`src/rtl/nco_pkg.sv`:
```
// Shared types and helpers for the NCO phase generator.
package nco_pkg;

    // Sideband carried alongside each phase sample down to the sincos output.
    typedef struct packed {
        logic valid;
        logic sync;
    } sideband_t;

    localparam int SB_W = $bits(sideband_t);

    // Half an output LSB expressed in accumulator units; adding it before
    // truncation gives round-half-up. Zero when there are no bits to drop.
    function automatic logic [63:0] half_lsb(input int pw, input int ow);
        if (pw > ow) begin
            return 64'd1 << (pw - ow - 1);
        end
        return 64'd0;
    endfunction

endpackage

```
`src/rtl/delay_line.sv`:
```
// Fixed-depth, non-stalling shift register with asynchronous active-low reset.
module delay_line #(
    parameter int W     = 2,
    parameter int DEPTH = 1
) (
    input  logic         clk_i,
    input  logic         rst_ni,
    input  logic [W-1:0] d_i,
    output logic [W-1:0] q_o
);

    logic [W-1:0] stage_q [DEPTH];

    // Shift every cycle; reset clears all stages so nothing in flight survives.
    always_ff @(posedge clk_i or negedge rst_ni) begin
        if (!rst_ni) begin
            for (int i = 0; i < DEPTH; i++) begin
                stage_q[i] <= '0;
            end
        end else begin
            stage_q[0] <= d_i;
            for (int i = 1; i < DEPTH; i++) begin
                stage_q[i] <= stage_q[i-1];
            end
        end
    end

    assign q_o = stage_q[DEPTH-1];

endmodule

```
`src/rtl/nco_phase_gen.sv`:
```
// Phase accumulator + offset + truncate/round, split into quadrant/angle for
// the CORDIC sincos stage, with a valid/sync sideband delayed to match it.
//
// Handshake: there is no backpressure. en_i=1 in a cycle produces exactly one
// sample, presented on quadrant_o/angle_o with valid_o=1 in the next cycle;
// out_valid_o repeats valid_o LAT cycles later, aligned with sin/cos.
module nco_phase_gen
    import nco_pkg::*;
#(
    parameter int PW       = 32,
    parameter int OW       = 16,
    parameter int ROUND_EN = 0,
    parameter int LAT      = 18
) (
    input  logic          clk_i,
    input  logic          rst_ni,
    input  logic [PW-1:0] freq_i,
    input  logic          freq_load_i,
    input  logic [PW-1:0] offset_i,
    input  logic          offset_load_i,
    input  logic          en_i,
    input  logic          sync_i,
    output logic [1:0]    quadrant_o,
    output logic [OW-3:0] angle_o,
    output logic          valid_o,
    output logic          sync_o,
    output logic          out_valid_o,
    output logic          out_sync_o
);

    localparam logic [63:0]   HALF64 = half_lsb(PW, OW);
    localparam logic [PW-1:0] RND_K  = (ROUND_EN != 0) ? HALF64[PW-1:0] : '0;

    logic [PW-1:0] acc_q, acc_d;
    logic [PW-1:0] freq_q, freq_d;
    logic [PW-1:0] off_q, off_d;
    logic [OW-1:0] phase_q, phase_d;
    logic          valid_q, valid_d;
    logic          sync_q, sync_d;
    logic          pend_q, pend_d;

    logic [PW-1:0] base;
    logic [PW-1:0] phase_sum;
    logic [PW-1:0] phase_rnd;
    logic [OW-1:0] phase_p;

    // Phase seen by this cycle's sample: a sync forces the sample to phase zero.
    always_comb begin
        base      = sync_i ? '0 : acc_q;
        phase_sum = base + off_q;
        phase_rnd = phase_sum + RND_K;
        phase_p   = OW'(phase_rnd >> (PW - OW));
    end

    // Next-state: accumulator, programmed registers, output sample and sideband.
    always_comb begin
        acc_d   = acc_q;
        freq_d  = freq_q;
        off_d   = off_q;
        phase_d = phase_q;
        valid_d = en_i;
        sync_d  = en_i & (sync_i | pend_q);
        pend_d  = pend_q;

        if (sync_i) begin
            // Restart: the sync sample itself is phase zero, so the next one
            // is one frequency step on.
            acc_d = en_i ? freq_q : '0;
        end else if (en_i) begin
            acc_d = acc_q + freq_q;
        end

        // A sync without a sample is remembered until the next sample marks it.
        if (sync_i && !en_i) begin
            pend_d = 1'b1;
        end else if (en_i) begin
            pend_d = 1'b0;
        end

        if (en_i) begin
            phase_d = phase_p;
        end

        if (freq_load_i) begin
            freq_d = freq_i;
        end
        if (offset_load_i) begin
            off_d = offset_i;
        end
    end

    // State registers.
    always_ff @(posedge clk_i or negedge rst_ni) begin
        if (!rst_ni) begin
            acc_q   <= '0;
            freq_q  <= '0;
            off_q   <= '0;
            phase_q <= '0;
            valid_q <= 1'b0;
            sync_q  <= 1'b0;
            pend_q  <= 1'b0;
        end else begin
            acc_q   <= acc_d;
            freq_q  <= freq_d;
            off_q   <= off_d;
            phase_q <= phase_d;
            valid_q <= valid_d;
            sync_q  <= sync_d;
            pend_q  <= pend_d;
        end
    end

    sideband_t sb_in;
    sideband_t sb_out;

    assign sb_in.valid = valid_q;
    assign sb_in.sync  = sync_q;

    delay_line #(
        .W     (SB_W),
        .DEPTH (LAT)
    ) u_sb_delay (
        .clk_i  (clk_i),
        .rst_ni (rst_ni),
        .d_i    (sb_in),
        .q_o    (sb_out)
    );

    assign quadrant_o  = phase_q[OW-1 -: 2];
    assign angle_o     = phase_q[OW-3:0];
    assign valid_o     = valid_q;
    assign sync_o      = sync_q;
    assign out_valid_o = sb_out.valid;
    assign out_sync_o  = sb_out.sync;

endmodule

```
`config.mk`:
```
export PLATFORM = sky130hd
export DESIGN_NAME = nco_phase_gen
export DESIGN_NICKNAME = d
export VERILOG_FILES = /design/src/rtl/nco_pkg.sv /design/src/rtl/delay_line.sv /design/src/rtl/nco_phase_gen.sv
export SDC_FILE = /design/constraint.sdc
export NUM_CORES = 1
export LEC_CHECK = 0
export CAP_MARGIN = 20
export CORE_UTILIZATION = 35
export DETAILED_ROUTE_END_ITERATION = 10
export GPL_ROUTABILITY_DRIVEN = 0
export MAX_ROUTING_LAYER = met4
export PLACE_DENSITY = 0.59
export SLEW_MARGIN = 20
export SYNTH_ARGS = -nofsm -noshare
export SYNTH_HDL_FRONTEND = slang
export SYNTH_HIERARCHICAL = 1
export SYNTH_SLANG_ARGS = --single-unit
```
`constraint.sdc`:
```
create_clock -name clk_i -period 2.99 [get_ports clk_i]
set_input_delay 0.598 -clock clk_i [delete_from_list [all_inputs] [get_ports clk_i]]
set_output_delay 0.598 -clock clk_i [all_outputs]
set_load 0.005 [all_outputs]
```
==> impl_results.md <==
* Outcome: complete, no violations
* Design area at approximately 0.011 mm²
* Synth unique cells at 62
* Setup crit start: acc_q[0]$_DFFE_PN0P_
* DP Wirelength at 14,600 µm
* H-Tree Depth at 4
* Placed cells at 1,216
* TNS Setup at 0 ns
* Pin count of the biggest net entering global routing at 69
* Post-Route Utilization at 45.3%
* Die X at 158 µm
* Initial Util at between 30 and 40%
* Cell count after synthesis at 781
* Worst Clk Skew at 0.0102 ns
* Slack of the critical path at ~0.12 ns
* Top FF cell, synth: dfrtp_1
* Row Count at 56
* Final setup vio count at 0
* Worst Hold Class: primary input to async pin
* Fin. Hold Viols at 0
* Critical path capture point type: flip-flop
* Boundary Pins at 90
* Worst R2R Start: acc_q[0]$_DFFE_PN0P_
* Pre-CTS setup slack at -0.173 ns
* Post-synth EDFFs at 0
* Register Area at between 0.003 and 0.004 mm²
* Gr ovfl total at 0
* Hold-fix buffers, CTS at 0
* Worst slew pin tran at 0.691 ns
* Vias in the first global route at around 6,000
* CP max stage cell: dfrtp_1
* ANT cells at 0
* Unrepaired setup endpoints after global routing: no
* Reg2Reg Depth at 11
* Data required, critical path at 3.25 ns
* Yosys reg bits at 151
* Leakage at slightly below 5 nW
* Clock transition at path regs at approximately 0.060 ns
* Final non-filler cell total at about 1,200
* Cells along the critical path: ha_1 -> fa_1 -> a21oi_1 -> o21ai_2 -> a211oi_2 -> nor2_1 -> a31oi_4 -> nor4_1 -> or4_1 -> nand3_1 -> a31oi_1
* Net Count, Synth at 913
* Number of antenna violations at the first check in global routing at 0
* CTS buffer count at 17
* Total Die Area at 0.0249 mm²
* CTS sink count at 151
* WS Path Type: flip-flop to flip-flop
* Area of the multi-input gates at 0.00457 mm²
* Number of max-cap violations at 0
* Max Buffers Root-to-Sink at 2
* Ys Warns at 6
* Total core area at around 0.024 mm²
* Antenna Nets Post-Route at 0
* Worst-path fanout max at 3
* Wirelength per Cell at 15.5 µm
* Post-Syn Area at roughly 0.0085 mm²
* Final min period at roughly 2.9 ns
* Peak Freq at 0.349 GHz
* Max stage delay on crit path at 0.41 ns
* Post-cts resize count at 0
* Max_slew headroom at 53.9%
* Layout cells sized above 1 at 20.7%
* Startpoint types: flip-flop
* Worst hold margin at 0.176 ns
* Starting DRT DRC Count at 402
* Fillcell total at 2,264
* Area of placed instances at 0.0101 mm²
* WL final at 19,300 µm
* Area Growth Syn to Fin at 26.0%
* Setup bufs post-CTS at 0
* Gr usage total at 16.9%
* Via count at 6,150
* Syn Area/Cell at 10.9 µm²
* Critical Path AT at 3.13 ns
* Final net count at 1,048
* Drt pass-1 iters at 4
* DRC Markers at 0
* IO buf count at around 90
* DIE HEIGHT at between 150 and 200 µm
* Max-slew violations at 0
* Vias per cell at 4.93
* CTS tree: built
* VDD IR max at 0.348 mV
* CTS root buf: clkbuf_16
* Fin crit share at 95.8%
* Power Dens Cells at between 700 and 800 mW/mm²
* Total power at 7.76 mW
* Worst-Skew Late Latency at 0.42 ns
* First-pass GRT wire length at 31,600 µm
* Seq/Total Area, Yosys at 44.5%
* Fraction of registers with async set/reset at 100%
==> final cells by class <==
class | instances | share of cell area, %
multi-input cells | 588 | 42.7
flip-flops and latches | 151 | 35.3
repair buffers | 146 | 12.6
clock buffers | 21 | 4.11
well taps | 319 | 3.73
clock inverters | 11 | 1.17
inverters | 12 | 0.421
==> logic make-up (layout without fill, tap and decap cells) <==
| kind of cell | count (synthesis) | in the layout | synth area share (%) |
|---|---|---|---|
| XOR/XNOR | 44 | 44 | 4.53 |
| AND/OR/NAND/NOR | 169 | 169 | 9.88 |
| buffers and inverters | 42 | 190 | 1.94 |
| flip-flops | 151 | 151 | 44.5 |
| AO/OA/AOI/OAI | 217 | 217 | 17.4 |
| multiplexers | 96 | 96 | 12.6 |
| adder cells (fa/ha/maj) | 62 | 62 | 9.22 |
==> per-layer routing <==
metal	track usage [%]	part of all wire (%)	vias to the layer above
li1	-	-	3130
met1	24.4	53	2919
met2	24.3	42	88
met3	2.41	3.1	13
met4	4.90	1.1	0
met5	-	0	-
==> flip-flops by register name, summed over array words and instances, names as in the netlist <==
signal	cells
acc_q	32
freq_q	32
off_q	32
pend_q	1
phase_q	16
sync_o	1
u_sb_delay/q_o	2
u_sb_delay/stage_q	34
valid_o	1
==> Yosys cell counts, types with 8 or more instances <==
cell,count,area (µm²)
mux2_2,77,867
ha_1,61,763
nand3_1,9,45.0
a21oi_1,57,285
xnor2_1,26,228
a21o_1,32,240
inv_1,12,45.0
mux2i_1,17,170
o21ai_0,53,265
buf_1,8,30.0
nor2_1,34,128
nor2b_1,36,225
xor2_1,18,158
nand2_1,55,206
dfrtp_1,151,3780
clkbuf_1,20,75.1
==> layout by cell type, fill, tap and decap left out, types with 34 or more instances in the layout <==
cell / count
ha_1: 61
nor2_1: 34
buf_4: 54
a21oi_1: 57
nand2_1: 55
mux2_2: 77
dfrtp_1: 151
nor2b_1: 36
o21ai_0: 53
clkdlybuf4s50_1: 86
==> where the power goes <==
| part | total (mW) | internal [mW] | leakage (nW) | switching [mW] |
|---|---|---|---|---|
| logic | 3.02 | 1.55 | 2.74 | 1.46 |
| clock network | 2.07 | 1.23 | 0.271 | 0.838 |
| registers | 2.67 | 2.39 | 1.81 | 0.281 |
==> worst max-delay path, delay by kind of cell, from the launching register on <==
| kind | cells | cell delay [ns] |
|---|---|---|
| fa+ha+maj | 2 | 0.67 |
| flops | 1 | 0.41 |
| simple gates | 4 | 0.76 |
| compound gates | 5 | 0.88 |
==> final timing paths <==
check                                                    to  slack [ns]
max reg2reg                           acc_q[28]$_DFFE_PN0P_        0.12
max in group asynchronous           phase_q[14]$_DFFE_PN0P_        2.10
min reg2reg                u_sb_delay/stage_q[33]$_DFF_PN0_        0.35
min                                   freq_q[2]$_DFFE_PN0P_        0.18
max                                   acc_q[28]$_DFFE_PN0P_        0.12
min in group clk_i         u_sb_delay/stage_q[33]$_DFF_PN0_        0.35
No activity file was read; power rests on OpenSTA's default activity.
